[config.mk]
export PLATFORM = sky130hd
export DESIGN_NAME = hazard_forward_ctrl
export DESIGN_NICKNAME = d
export VERILOG_FILES = /design/src/rtl/hazard_forward_ctrl.sv
export SDC_FILE = /design/constraint.sdc
export NUM_CORES = 1
export LEC_CHECK = 0
export CAP_MARGIN = 5
export CORE_ASPECT_RATIO = 1.1
export CORE_MARGIN = 1.5
export CORE_UTILIZATION = 35
export CTS_BUF_LIST = sky130_fd_sc_hd__clkbuf_4 sky130_fd_sc_hd__clkbuf_8
export DETAILED_ROUTE_END_ITERATION = 10
export GPL_TIMING_DRIVEN = 0
export HOLD_SLACK_MARGIN = 0.08
export PLACE_DENSITY = 0.78
export SLEW_MARGIN = 15
export SYNTH_ARGS = -nofsm -noshare
export SYNTH_HDL_FRONTEND = slang
export SYNTH_SLANG_ARGS = --single-unit
[constraint.sdc]
create_clock -name i_clk -period 4.3 [get_ports i_clk]
set_input_delay 0.645 -clock i_clk [delete_from_list [all_inputs] [get_ports i_clk]]
set_output_delay 0.645 -clock i_clk [all_outputs]
set_load 0.02 [all_outputs]
[src/rtl/hazard_forward_ctrl.sv]
// Forwarding-select and load-use hazard control for the MIPS EX stage.
// Optional saturating stall counter is enabled with `define HAZARD_STALL_COUNT_EN.
module hazard_forward_ctrl #(
  parameter int NB_REG        = 5,
  parameter int CORTOCIRCUITO = 3,
  parameter int NB_CNT        = 16
) (
  input  logic                     i_clk,
  input  logic                     i_reset,
  input  logic                     i_enable,
  input  logic                     i_id_valid,
  input  logic [NB_REG-1:0]        i_id_rs,
  input  logic [NB_REG-1:0]        i_id_rt,
  input  logic                     i_id_use_rs,
  input  logic                     i_id_use_rt,
  input  logic                     i_id_reg_write,
  input  logic                     i_id_mem_read,
  input  logic [NB_REG-1:0]        i_id_rd,
  input  logic                     i_flush,
  output logic [CORTOCIRCUITO-1:0] o_fwd_a,
  output logic [CORTOCIRCUITO-1:0] o_fwd_b,
  output logic                     o_stall,
  output logic [NB_CNT-1:0]        o_stall_count
);

  typedef enum logic {S_RUN, S_STALL} state_e;

  localparam logic [CORTOCIRCUITO-1:0] FWD_REG   = CORTOCIRCUITO'(0);
  localparam logic [CORTOCIRCUITO-1:0] FWD_EXMEM = CORTOCIRCUITO'(1);
  localparam logic [CORTOCIRCUITO-1:0] FWD_MEMWB = CORTOCIRCUITO'(2);

  state_e state_q, state_d;

  logic              ex_valid_q, ex_valid_d;
  logic              ex_reg_write_q, ex_reg_write_d;
  logic              ex_mem_read_q, ex_mem_read_d;
  logic [NB_REG-1:0] ex_rd_q, ex_rd_d;
  logic              mem_valid_q, mem_valid_d;
  logic              mem_reg_write_q, mem_reg_write_d;
  logic [NB_REG-1:0] mem_rd_q, mem_rd_d;
  logic [CORTOCIRCUITO-1:0] fwd_a_q, fwd_a_d, fwd_b_q, fwd_b_d;

  logic ex_writer, mem_writer, hazard, bubble;

  // WB-distance hazards are resolved by register-file write-before-read,
  // so only the EX and MEM shadows influence any decision here.
  assign ex_writer  = ex_valid_q & ex_reg_write_q & (ex_rd_q != '0);
  assign mem_writer = mem_valid_q & mem_reg_write_q & (mem_rd_q != '0);
  assign hazard     = i_id_valid & ex_writer & ex_mem_read_q &
                      ((i_id_use_rs & (i_id_rs == ex_rd_q)) |
                       (i_id_use_rt & (i_id_rt == ex_rd_q)));
  assign bubble     = o_stall | i_flush | ~i_id_valid;

  always_ff @(posedge i_clk) begin
    if (i_reset) state_q <= S_RUN;
    else         state_q <= state_d;
  end

  always_comb begin
    state_d = state_q;
    if (i_enable) begin
      case (state_q)
        S_RUN:   if (o_stall) state_d = S_STALL;
        S_STALL: state_d = S_RUN;
        default: state_d = S_RUN;
      endcase
    end
  end

  always_comb begin
    o_stall = hazard & ~i_flush & (state_q == S_RUN);
  end

  always_comb begin
    ex_valid_d      = ex_valid_q;
    ex_reg_write_d  = ex_reg_write_q;
    ex_mem_read_d   = ex_mem_read_q;
    ex_rd_d         = ex_rd_q;
    mem_valid_d     = mem_valid_q;
    mem_reg_write_d = mem_reg_write_q;
    mem_rd_d        = mem_rd_q;
    fwd_a_d         = fwd_a_q;
    fwd_b_d         = fwd_b_q;
    if (i_enable) begin
      mem_valid_d     = ex_valid_q;
      mem_reg_write_d = ex_reg_write_q;
      mem_rd_d        = ex_rd_q;
      ex_valid_d      = ~bubble;
      ex_reg_write_d  = i_id_reg_write;
      ex_mem_read_d   = i_id_mem_read;
      ex_rd_d         = i_id_rd;
      fwd_a_d         = FWD_REG;
      fwd_b_d         = FWD_REG;
      if (!bubble) begin
        if (i_id_use_rs && ex_writer && (i_id_rs == ex_rd_q))        fwd_a_d = FWD_EXMEM;
        else if (i_id_use_rs && mem_writer && (i_id_rs == mem_rd_q)) fwd_a_d = FWD_MEMWB;
        if (i_id_use_rt && ex_writer && (i_id_rt == ex_rd_q))        fwd_b_d = FWD_EXMEM;
        else if (i_id_use_rt && mem_writer && (i_id_rt == mem_rd_q)) fwd_b_d = FWD_MEMWB;
      end
    end
  end

  always_ff @(posedge i_clk) begin
    if (i_reset) begin
      ex_valid_q      <= 1'b0;
      ex_reg_write_q  <= 1'b0;
      ex_mem_read_q   <= 1'b0;
      ex_rd_q         <= '0;
      mem_valid_q     <= 1'b0;
      mem_reg_write_q <= 1'b0;
      mem_rd_q        <= '0;
      fwd_a_q         <= '0;
      fwd_b_q         <= '0;
    end else begin
      ex_valid_q      <= ex_valid_d;
      ex_reg_write_q  <= ex_reg_write_d;
      ex_mem_read_q   <= ex_mem_read_d;
      ex_rd_q         <= ex_rd_d;
      mem_valid_q     <= mem_valid_d;
      mem_reg_write_q <= mem_reg_write_d;
      mem_rd_q        <= mem_rd_d;
      fwd_a_q         <= fwd_a_d;
      fwd_b_q         <= fwd_b_d;
    end
  end

  assign o_fwd_a = fwd_a_q;
  assign o_fwd_b = fwd_b_q;

`ifdef HAZARD_STALL_COUNT_EN
  logic [NB_CNT-1:0] stall_count_q, stall_count_d;

  always_comb begin
    stall_count_d = stall_count_q;
    if (i_enable && o_stall && (stall_count_q != '1))
      stall_count_d = stall_count_q + NB_CNT'(1);
  end

  always_ff @(posedge i_clk) begin
    if (i_reset) stall_count_q <= '0;
    else         stall_count_q <= stall_count_d;
  end

  assign o_stall_count = stall_count_q;
`else
  assign o_stall_count = '0;
`endif

endmodule

==> results.rst, run 1 <==
.. list-table::
   :header-rows: 1

   * - Metric
     - Value
   * - Detailed-placement wirelength estimate
     - between 1.5 and 2 mm
   * - Cell variety after synth
     - 26
   * - Number of endpoints failing setup at the final stage
     - 0
   * - Worst min path class
     - register to register
   * - Total via count after detailed routing
     - 958
   * - Finished Layout Cells
     - around 210
   * - Clock sink total
     - 20
   * - Required time worst endpoint
     - 3.65 ns
   * - Outcome
     - finished, violations left
   * - 1st-pass router iterations
     - 10
   * - Setup tns final
     - 0 ns
   * - Average routed wire per standard cell
     - approximately 12 µm
   * - Buffers from clock root to sink, at most
     - 2
   * - Setup repair after global routing missed its margin
     - no
   * - Core Rows
     - 21
   * - Final non-filler cell area
     - 1580 µm²
   * - Worst slew margin relative to its limit
     - between 50% and 60%
   * - Mapped cell area
     - 1170 µm²
   * - Post-synthesis register bit count
     - 20
   * - Failing checks
     - design-rule violations
   * - Remaining global-route overflow
     - 0
   * - Remaining DRCs
     - 3
   * - Layout-stage area growth over the synthesis result
     - 34.9%
   * - Vias in the first global route
     - 940
   * - Number of DRC violations after detailed-routing iteration 0
     - 26
   * - Post-Route Hold Slack
     - between 0.4 and 0.5 ns
   * - Instance count after placement with tap cells included
     - 204
   * - Pin count of the biggest net entering global routing
     - 11
   * - Number of setup buffers added after CTS
     - 0
   * - Boundary pin count
     - 47
   * - Power Total
     - 0.381 mW
   * - Final worst path period share
     - between 80 and 90%
   * - Die area
     - approximately 3700 µm²
   * - Weighted congestion reported at the end of routability-driven placement
     - 0.764
   * - Total of cells resized after clock tree synthesis
     - 0
   * - Via-per-instance ratio
     - between 4 and 5
   * - Overall die height
     - 63.7 µm
   * - Setup crit end kind
     - output pin
   * - Reg2reg setup slack
     - roughly 2.5 ns
   * - Horiz. Die Dim
     - just under 60 µm
   * - Final hold viol count
     - 0
   * - Period minus WS final
     - 3.59 ns
   * - Number of antenna violations at the first check in global routing
     - 0
   * - Critical path peak fanout
     - 5
   * - Wirelength, routed
     - between 2 and 2.5 mm
   * - Antenna diode instance count
     - 0
   * - Hold buffer count at CTS
     - 0
   * - Worst Clk Skew
     - between 0.004 and 0.005 ns
   * - Type of element launching the critical path
     - input port
   * - Post-detailed-placement cell area
     - 1560 µm²
   * - Most common cell after layout, fill and taps aside
     - sky130_fd_sc_hd__clkdlybuf4s50_1
   * - Wire length of the first global-routing pass
     - between 4 and 5 mm
   * - Total routing resource utilization after global routing
     - between 10 and 15%
   * - Top library cells by usage in the layout, fill and taps aside
     - sky130_fd_sc_hd__clkdlybuf4s50_1, sky130_fd_sc_hd__dfxtp_1, sky130_fd_sc_hd__buf_4, sky130_fd_sc_hd__conb_1, sky130_fd_sc_hd__xor2_1
   * - Count of buffers from port buffering
     - 28
   * - Peak VDD IR
     - 0.000108 V
   * - Starting Density
     - a little under two fifths
   * - Clock Latency Late Sink
     - ~0.3 ns
   * - Detail Route Antenna Nets
     - 0
   * - Maximum clock frequency
     - roughly 0.28 GHz
   * - Crit path DAT
     - about 2.9 ns
   * - Depth of the CTS H-tree
     - 1
   * - Worst setup path category
     - input port to output pin
   * - Portion of the post-synthesis area used by sequential elements
     - about 34%
   * - Post-Syn Instances
     - 125
   * - Tightest Pin Transition
     - between 0.6 and 0.7 ns
   * - Avg Cell Area, Syn
     - 9.39 µm²
   * - Leakage power of the design
     - just over 0.7 nW
   * - TritonCTS clock tree
     - built
   * - Final count of pins violating max slew
     - 0
   * - Synthesis Warnings
     - 0
   * - Max-cap viol count
     - 0
   * - Clock buffers created by TritonCTS
     - 3
   * - Ratio of cells with drive above 1 in the final layout
     - between 10% and 20%
   * - Areal power density over the cells
     - between 200 and 250 nW/µm²
   * - Nets@finish
     - about 200
   * - Clock transition at the registers of the reported paths
     - 0.11 ns
   * - Cell at the root of the clock tree
     - sky130_fd_sc_hd__clkbuf_4
   * - Area of the core
     - roughly 3100 µm²
sequential cells by signal (all words and copies together), names as in the netlist:
name / cells
ex_mem_read_q: 1
ex_rd_q: 5
ex_reg_write_q: 1
ex_valid_q: 1
mem_rd_q: 5
mem_reg_write_q: 1
mem_valid_q: 1
o_fwd_a: 2
o_fwd_b: 2
state_q: 1
cell type report:
cell class / instances / area [µm²]
repair buffers: 28 / 280
fillers: 297 / 1540
plain buffers: 22 / 150
inverters: 1 / 3.75
multi-input cells: 99 / 683
well taps: 34 / 42.5
clock buffers: 3 / 22.5
flip-flops and latches: 20 / 400
critical path, cell delays in order:
cell	delay, ns
sky130_fd_sc_hd__clkdlybuf4s50_1	0.47
sky130_fd_sc_hd__xor2_1	0.18
sky130_fd_sc_hd__nor4_2	0.26
sky130_fd_sc_hd__nand3_1	0.19
sky130_fd_sc_hd__a2111oi_4	0.51
sky130_fd_sc_hd__clkdlybuf4s50_1	0.69
final timing paths:
path | depth (start not counted) | to | startpoint
max reg2reg | 5 | o_fwd_a[0] | ex_rd_q[4]
min | 2 | o_fwd_a[1] | o_fwd_a[1]
max | 6 | o_stall | i_id_rt[4]
min reg2reg | 2 | o_fwd_a[1] | o_fwd_a[1]
synthesized netlist by cell type, drive strengths merged:
cell type | n | area (µm²)
conb | 1 | 3.75
nor3b | 1 | 7.51
clkbuf | 4 | 15.0
o211ai | 1 | 12.5
nand2 | 3 | 11.3
or4b | 2 | 20.0
nor2 | 15 | 56.3
mux2i | 14 | 140
xor2 | 16 | 140
nand3 | 2 | 10.0
buf | 18 | 135
a21oi | 2 | 10.0
or4 | 2 | 15.0
nor3 | 1 | 5.00
a31o | 1 | 8.76
o21ai | 1 | 5.00
o2111ai | 2 | 17.5
dfxtp | 20 | 400
nor4 | 4 | 31.3
inv | 1 | 3.75
a2111oi | 1 | 27.5
o31ai | 3 | 22.5
nand3b | 2 | 15.0
xnor2 | 4 | 35.0
nand2b | 4 | 25.0
cell families (layout without fill, tap and decap cells):
logic type,after synthesis,count (layout),share of synthesized area [%]
other cells,1,18,0.320
xor+xnor,20,20,14.9
compound gates,11,11,8.85
simple gates,36,36,16.7
buf+inv,23,54,13.1
flops,20,20,34.1
mux,14,14,11.9
power by group:
group          total (mW)  switching (mW)  internal (mW)
combinational      0.0917          0.0432         0.0484
clock              0.0889          0.0563         0.0326
sequential          0.200         0.00849          0.192
metrics by stage:
stage	util [%]	worst slack (ns)
final	50.6	0.713
after global routing	50.6	0.582
after CTS	50.6	0.696
after detailed placement	49.9	0.706
after global placement	49.9	0.672
after floorplan	-	1.85
layer usage:
metal / track usage (%) / part of all wire [%] / vias to the layer above
li1: - / - / 490
met1: 16.0 / 42 / 436
met2: 25.0 / 51 / 28
met3: 2.02 / 5.4 / 4
met4: 6.98 / 1.3 / 0
met5: 0 / 0 / -
Power figures use the tool's default switching activity.
==> inputs of run 2 (changes only) <==
- PLACE_DENSITY: 0.78 -> 0.81
- clock period: 4.3 -> 2.9 ns (I/O delays scaled with it)
==> run 2 against run 1 <==
Compared with the run above: the flow still finishes with violations (design-rule violations); worst hold slack worse by 0.0067 ns; global-route usage is 0.33 points lower; register-to-register slack worse by 1.5 ns; critical path depth is the same; power increased by 48%; first-iteration DRC count decreased by 12%; via count decreased by 3.1%; sequential share of layout area is 0.14 points lower; non-clock buffer count grew 1; worst setup slack worse by 0.52 ns; core utilization increased by 0.28 points.
==> results.rst, run 2 (synthesized netlist as in run 1, its figures left out) <==
.. list-table::
   :header-rows: 1

   * - Metric
     - Value
   * - Boundary pin count
     - 47
   * - Reg2reg setup slack
     - 0.98 ns
   * - Leakage power of the design
     - roughly 0.71 nW
   * - Slowest cell delay on critical path
     - ~0.48 ns
   * - Core Rows
     - 21
   * - Final worst path period share
     - between 90% and 100%
   * - Final design utilization
     - 50.9%
   * - Register area
     - about 400 µm²
   * - Clock Latency Late Sink
     - 0.30 ns
   * - Worst Clk Skew
     - around 0.0021 ns
   * - Multi-input gate area in the final layout
     - between 600 and 700 µm²
   * - Number of antenna violations at the first check in global routing
     - 0
   * - Count of buffers from port buffering
     - 28
   * - Die area
     - ~3700 µm²
   * - Worst min path class
     - register to register
   * - Remaining DRCs
     - 3
   * - Setup repair after global routing missed its margin
     - no
   * - Number of endpoints failing setup at the final stage
     - 0
   * - Clock buffers created by TritonCTS
     - 3
   * - Weighted congestion reported at the end of routability-driven placement
     - roughly 0.74
   * - Wirelength, routed
     - approximately 2.4 mm
   * - Nets@finish
     - 200
   * - 1st-pass router iterations
     - 9
   * - Cell Chain, Critical Path
     - clkdlybuf4s50_1 -> xor2_1 -> nor4_2 -> nand3_1 -> a2111oi_4 -> clkbuf_2
   * - Peak VDD IR
     - between 0.00015 and 0.0002 V
   * - Horiz. Die Dim
     - slightly below 60 µm
   * - Required time worst endpoint
     - between 2 and 2.5 ns
   * - Detail Route Antenna Nets
     - 0
   * - Outcome
     - finished, violations left
   * - Setup slack of the critical path after layout
     - approximately 0.19 ns
   * - Setup WS pre-CTS
     - -0.284 ns
   * - Failing checks
     - design-rule violations
   * - Worst setup path category
     - input port to output pin
   * - Overall die height
     - 63.7 µm
   * - Final count of pins violating max slew
     - 0
   * - Final hold viol count
     - 0
   * - Number of buffers and inverters on the critical path
     - 2
   * - Master of the slowest instance on the critical path
     - sky130_fd_sc_hd__a2111oi_4
   * - Antenna diode instance count
     - 0
   * - Regs by FF count
     - ex_rd_q x5, mem_rd_q x5
   * - Max-cap viol count
     - 0
   * - Remaining global-route overflow
     - 0
   * - Ratio of cells with drive above 1 in the final layout
     - between 15 and 20%
   * - Pin count of the biggest net entering global routing
     - 11
   * - Total via count after detailed routing
     - 928
   * - Average routed wire per standard cell
     - ~11 µm
   * - TritonCTS clock tree
     - built
   * - Area of the core
     - roughly 3100 µm²
   * - Crit path DAT
     - roughly 2.3 ns
   * - Wire length of the first global-routing pass
     - about 3.9 mm
   * - Starting Density
     - 37.5%
   * - Type of element launching the critical path
     - input port
   * - Tightest Pin Transition
     - around 0.62 ns
   * - Most common cell after layout, fill and taps aside
     - sky130_fd_sc_hd__clkdlybuf4s50_1
   * - Clock transition at the registers of the reported paths
     - 0.10 ns
   * - Buffers from clock root to sink, at most
     - 2
   * - Total routing resource utilization after global routing
     - 13.7%
   * - Vias in the first global route
     - ~890
   * - Period minus WS final
     - roughly 2.7 ns
   * - Top library cells by usage in the layout, fill and taps aside
     - sky130_fd_sc_hd__clkdlybuf4s50_1, sky130_fd_sc_hd__dfxtp_1, sky130_fd_sc_hd__buf_4, sky130_fd_sc_hd__conb_1, sky130_fd_sc_hd__xor2_1
   * - Depth of the CTS H-tree
     - 1
   * - Crit-path leading delay family
     - buffers and inverters
   * - Cell at the root of the clock tree
     - sky130_fd_sc_hd__clkbuf_4
   * - Setup crit end kind
     - output pin
   * - Critical path peak fanout
     - 4
   * - Worst slew margin relative to its limit
     - 58.6%
   * - Layout-stage area growth over the synthesis result
     - 35.6%
   * - Maximum clock frequency
     - 0.369 GHz
   * - Number of DRC violations after detailed-routing iteration 0
     - 23
   * - Clock sink total
     - 20
   * - Power Total
     - around 0.56 mW
   * - Detailed-placement wirelength estimate
     - between 1.5 and 2 mm
   * - Hold buffer count at CTS
     - 0
   * - Fill count
     - around 320
   * - Via-per-instance ratio
     - 4.46
   * - Areal power density over the cells
     - around 350 nW/µm²
==> run 2: changes by cell type in the layout (fill, tap and decap cells not counted), sizes merged <==
cell	previous run	this run
buf	18	19
clkbuf	7	8
clkdlybuf4s50	28	27
==> run 2: final timing paths <==
| path | from | end | depth (start not counted) |
|---|---|---|---|
| max | i_id_rs[4] | o_stall | 6 |
| min | o_fwd_b[1] | o_fwd_b[1] | 2 |
| max reg2reg | ex_rd_q[4] | o_fwd_a[1] | 6 |
| min reg2reg | o_fwd_b[1] | o_fwd_b[1] | 2 |
==> run 2: timing repair <==
| item | CTS | global route |
|---|---|---|
| setup buffers | 0 | 1 |
| pin swaps | 0 | 1 |
| resized for setup | 1 | 3 |
| endpoints found under the setup margin | 1 | 1 |
==> run 2: stage by stage <==
step | hold WS [ns] | instance area [µm²] | instances | setup TNS, ns
final | 0.464 | 1590 | 208 | 0
after global routing | 0.478 | 1590 | 208 | 0
after CTS | 0.468 | 1580 | 207 | 0
after detailed placement | 0.446 | 1560 | 204 | -0.284
after global placement | 0.440 | 1560 | 204 | -0.315
after floorplan | 0.460 | 1240 | 142 | 0
==> run 2: area by class of cell <==
class / count / share of cell area (%)
plain buffers: 22 / 9.43
clock buffers: 3 / 1.42
inverters: 1 / 0.236
multi-input cells: 99 / 43.3
flip-flops and latches: 20 / 25.2
well taps: 34 / 2.67
repair buffers: 29 / 17.8
==> run 2: per-layer routing <==
metal	wire [µm]	track usage, %
met1	1060	16.8
met2	1160	22.3
met3	124	2.83
met4	36	7.27
met5	0	0
==> run 2: tightest hold or removal path: stages, from the launching register on <==
cell                      delay (ns)
sky130_fd_sc_hd__dfxtp_1        0.32
sky130_fd_sc_hd__nand2_1        0.05
sky130_fd_sc_hd__o31ai_1        0.05
==> run 2: power by group <==
part           switching [mW]  total [mW]  internal [mW]
sequential             0.0127       0.297          0.284
clock                  0.0809       0.129         0.0484
combinational          0.0651       0.137         0.0722
==> inputs of run 3 (changes only) <==
- CORE_UTILIZATION: 35 -> 38
- PLACE_DENSITY: 0.81 -> 0.86
- SETUP_SLACK_MARGIN: unset -> 0.15
==> run 3 against run 2 <==
Compared with the run above: critical path type unchanged; combinational power is essentially flat; power grew 7.3%; via count grew 4.1%; register-to-register slack is essentially flat; critical path depth is the same; non-clock buffer count is the same; wire length grew 4.0%; core utilization grew 5.3 points; fmax grew 1.1%; highest routed layer unchanged; the run now ends clean; sequential cell count is the same; cell count is the same; clock power grew 32%.
==> results.rst, run 3 (synthesized netlist as in run 1, its figures left out) <==
.. list-table::
   :header-rows: 1

   * - Metric
     - Value
   * - Outcome
     - completed
   * - Fill count
     - ~280
   * - Max-cap viol count
     - 0
   * - Final design utilization
     - a little under three fifths
   * - Most common cell after layout, fill and taps aside
     - sky130_fd_sc_hd__clkdlybuf4s50_1
   * - Required time worst endpoint
     - 2.47 ns
   * - Average routed wire per standard cell
     - approximately 12 µm
   * - Number of antenna violations at the first check in global routing
     - 0
   * - Pin count of the biggest net entering global routing
     - 12
   * - Peak VDD IR
     - roughly 0.00021 V
   * - Total via count after detailed routing
     - 966
   * - Nets@finish
     - 200
   * - Detailed-placement wirelength estimate
     - roughly 1.9 mm
   * - Weighted congestion reported at the end of routability-driven placement
     - 0.843
   * - Post-detailed-placement cell area
     - 1560 µm²
   * - Hold buffer count at CTS
     - 0
   * - Via-per-instance ratio
     - around 4.6
   * - Wirelength, routed
     - roughly 2.5 mm
   * - TritonCTS clock tree
     - built
   * - Number of buffers and inverters on the critical path
     - 2
   * - Crit path DAT
     - ~2.3 ns
   * - Layout-stage area growth over the synthesis result
     - 36.7%
   * - Switching share of power
     - between 20% and 30%
   * - Setup crit end kind
     - output pin
   * - Worst setup path category
     - input port to output pin
   * - Type of element launching the critical path
     - input port
   * - Master of the slowest instance on the critical path
     - sky130_fd_sc_hd__clkdlybuf4s50_1
   * - Ratio of cells with drive above 1 in the final layout
     - about 16%
   * - Areal power density over the cells
     - around 380 nW/µm²
   * - Die area
     - 3430 µm²
   * - Starting Density
     - between 40% and 50%
   * - Overall die height
     - between 60 and 70 µm
   * - Combinational fraction of design power
     - a little under a quarter
   * - Number of DRC violations after detailed-routing iteration 0
     - 26
   * - Setup repair after global routing missed its margin
     - no
   * - Maximum clock frequency
     - 0.373 GHz
   * - P_sw
     - around 0.17 mW
   * - Count of buffers from port buffering
     - 28
   * - Finished Layout Cells
     - 208
   * - Cell internal pwr
     - around 0.43 mW
   * - 1st-pass router iterations
     - 4
   * - Wire length of the first global-routing pass
     - 3.97 mm
   * - Final hold viol count
     - 0
   * - Regs by FF count
     - ex_rd_q x5, mem_rd_q x5
   * - Worst min path class
     - register to register
   * - Antenna diode instance count
     - 0
   * - Top library cells by usage in the layout, fill and taps aside
     - sky130_fd_sc_hd__clkdlybuf4s50_1, sky130_fd_sc_hd__dfxtp_1, sky130_fd_sc_hd__buf_4, sky130_fd_sc_hd__conb_1, sky130_fd_sc_hd__xor2_1
   * - Buffers from clock root to sink, at most
     - 2
   * - Part of the power in registers
     - between 40% and 50%
   * - Depth of the CTS H-tree
     - 1
   * - Tightest Pin Transition
     - 0.628 ns
   * - Final non-filler cell area
     - around 1600 µm²
   * - Clock transition at the registers of the reported paths
     - 0.12 ns
   * - Remaining global-route overflow
     - 0
   * - Leakage power of the design
     - a little over 0.7 nW
   * - Boundary pin count
     - 47
   * - Remaining DRCs
     - 0
   * - Critical path peak fanout
     - 3
   * - Vias in the first global route
     - 905
   * - Total routing resource utilization after global routing
     - 14.9%
   * - Clock network fraction of total power
     - approximately 28%
   * - Core Rows
     - 20
   * - Clock sink total
     - 20
   * - Clock Latency Late Sink
     - 0.30 ns
   * - Slowest cell delay on critical path
     - ~0.45 ns
   * - Area of the core
     - roughly 2900 µm²
   * - Period minus WS final
     - roughly 2.7 ns
   * - Clock buffers created by TritonCTS
     - 3
   * - Horiz. Die Dim
     - roughly 56 µm
   * - Final worst path period share
     - 92.4%
   * - Crit-path leading delay family
     - buffers and inverters
   * - Worst slew margin relative to its limit
     - 58.1%
   * - Worst Clk Skew
     - ~0.0030 ns
   * - Instance count after placement with tap cells included
     - around 200
   * - Cell at the root of the clock tree
     - sky130_fd_sc_hd__clkbuf_4
   * - Final count of pins violating max slew
     - 0
   * - Number of endpoints failing setup at the final stage
     - 0
   * - Cell Chain, Critical Path
     - clkdlybuf4s50_1 -> xor2_1 -> nor4_2 -> nand3_1 -> a2111oi_4 -> buf_2
   * - Detail Route Antenna Nets
     - 0
run 3: cell types whose count changed in the layout (fill, tap and decap cells not counted), sizes merged:
cell  before  now
buf       19   20
run 3: worst paths after layout:
path,start,end,slack [ns],cells after the start
max,i_id_rs[4],o_stall,0.22,6
min,o_fwd_b[1],o_fwd_b[1],0.47,2
max reg2reg,ex_rd_q[4],ex_valid_q,0.97,6
min reg2reg,o_fwd_b[1],o_fwd_b[1],0.47,2
run 3: per-stage QoR:
step           total power [mW]  hold WS (ns)  TNS [ns]  setup slack (ns)
2_1_floorplan             0.389         0.460         0             0.873
3_3_place_gp              0.435         0.439    -0.304            -0.304
3_5_place_dp              0.437         0.447    -0.296            -0.296
4_1_cts                   0.605         0.472         0             0.167
5_1_grt                   0.632         0.504         0             0.161
6_report                  0.605         0.466         0             0.219
run 3: final cells by class:
| type | instances | area, µm² | area share [%] |
|---|---|---|---|
| inverters | 1 | 3.75 | 0.234 |
| repair buffers | 29 | 283 | 17.6 |
| well taps | 33 | 41.3 | 2.57 |
| clock buffers | 4 | 36.3 | 2.26 |
| multi-input cells | 99 | 689 | 43.0 |
| flip-flops and latches | 20 | 400 | 25.0 |
| plain buffers | 22 | 150 | 9.36 |
run 3: tightest hold or removal path, cell delays in order (launching register included):
cell and delay [ns]:
sky130_fd_sc_hd__dfxtp_1 0.33, sky130_fd_sc_hd__nand2_1 0.05, sky130_fd_sc_hd__o31ai_1 0.05
run 3: metal layers:
layer | vias to the layer above | track usage, % | routed length, µm
met5 | - | 0 | 0
met2 | 27 | 26.4 | 1220
li1 | 492 | - | -
met1 | 443 | 17.9 | 1110
met4 | 0 | 6.80 | 31
met3 | 4 | 2.52 | 121
run 3: what timing repair did:
item,in CTS,in global routing
hold endpoints to repair,0,0
setup buffers,1,0
pin swaps,2,1
gates resized for setup,4,1
setup endpoints to repair,1,1
run 3: power by group through the flow:
stage / logic, mW / clock network [mW] / registers (mW)
4_1_cts: 0.136 / 0.172 / 0.297
2_1_floorplan: 0.0893 / 0 / 0.299
3_5_place_dp: 0.134 / 0 / 0.303
3_3_place_gp: 0.133 / 0 / 0.302
5_1_grt: 0.149 / 0.184 / 0.298
6_report: 0.138 / 0.170 / 0.297
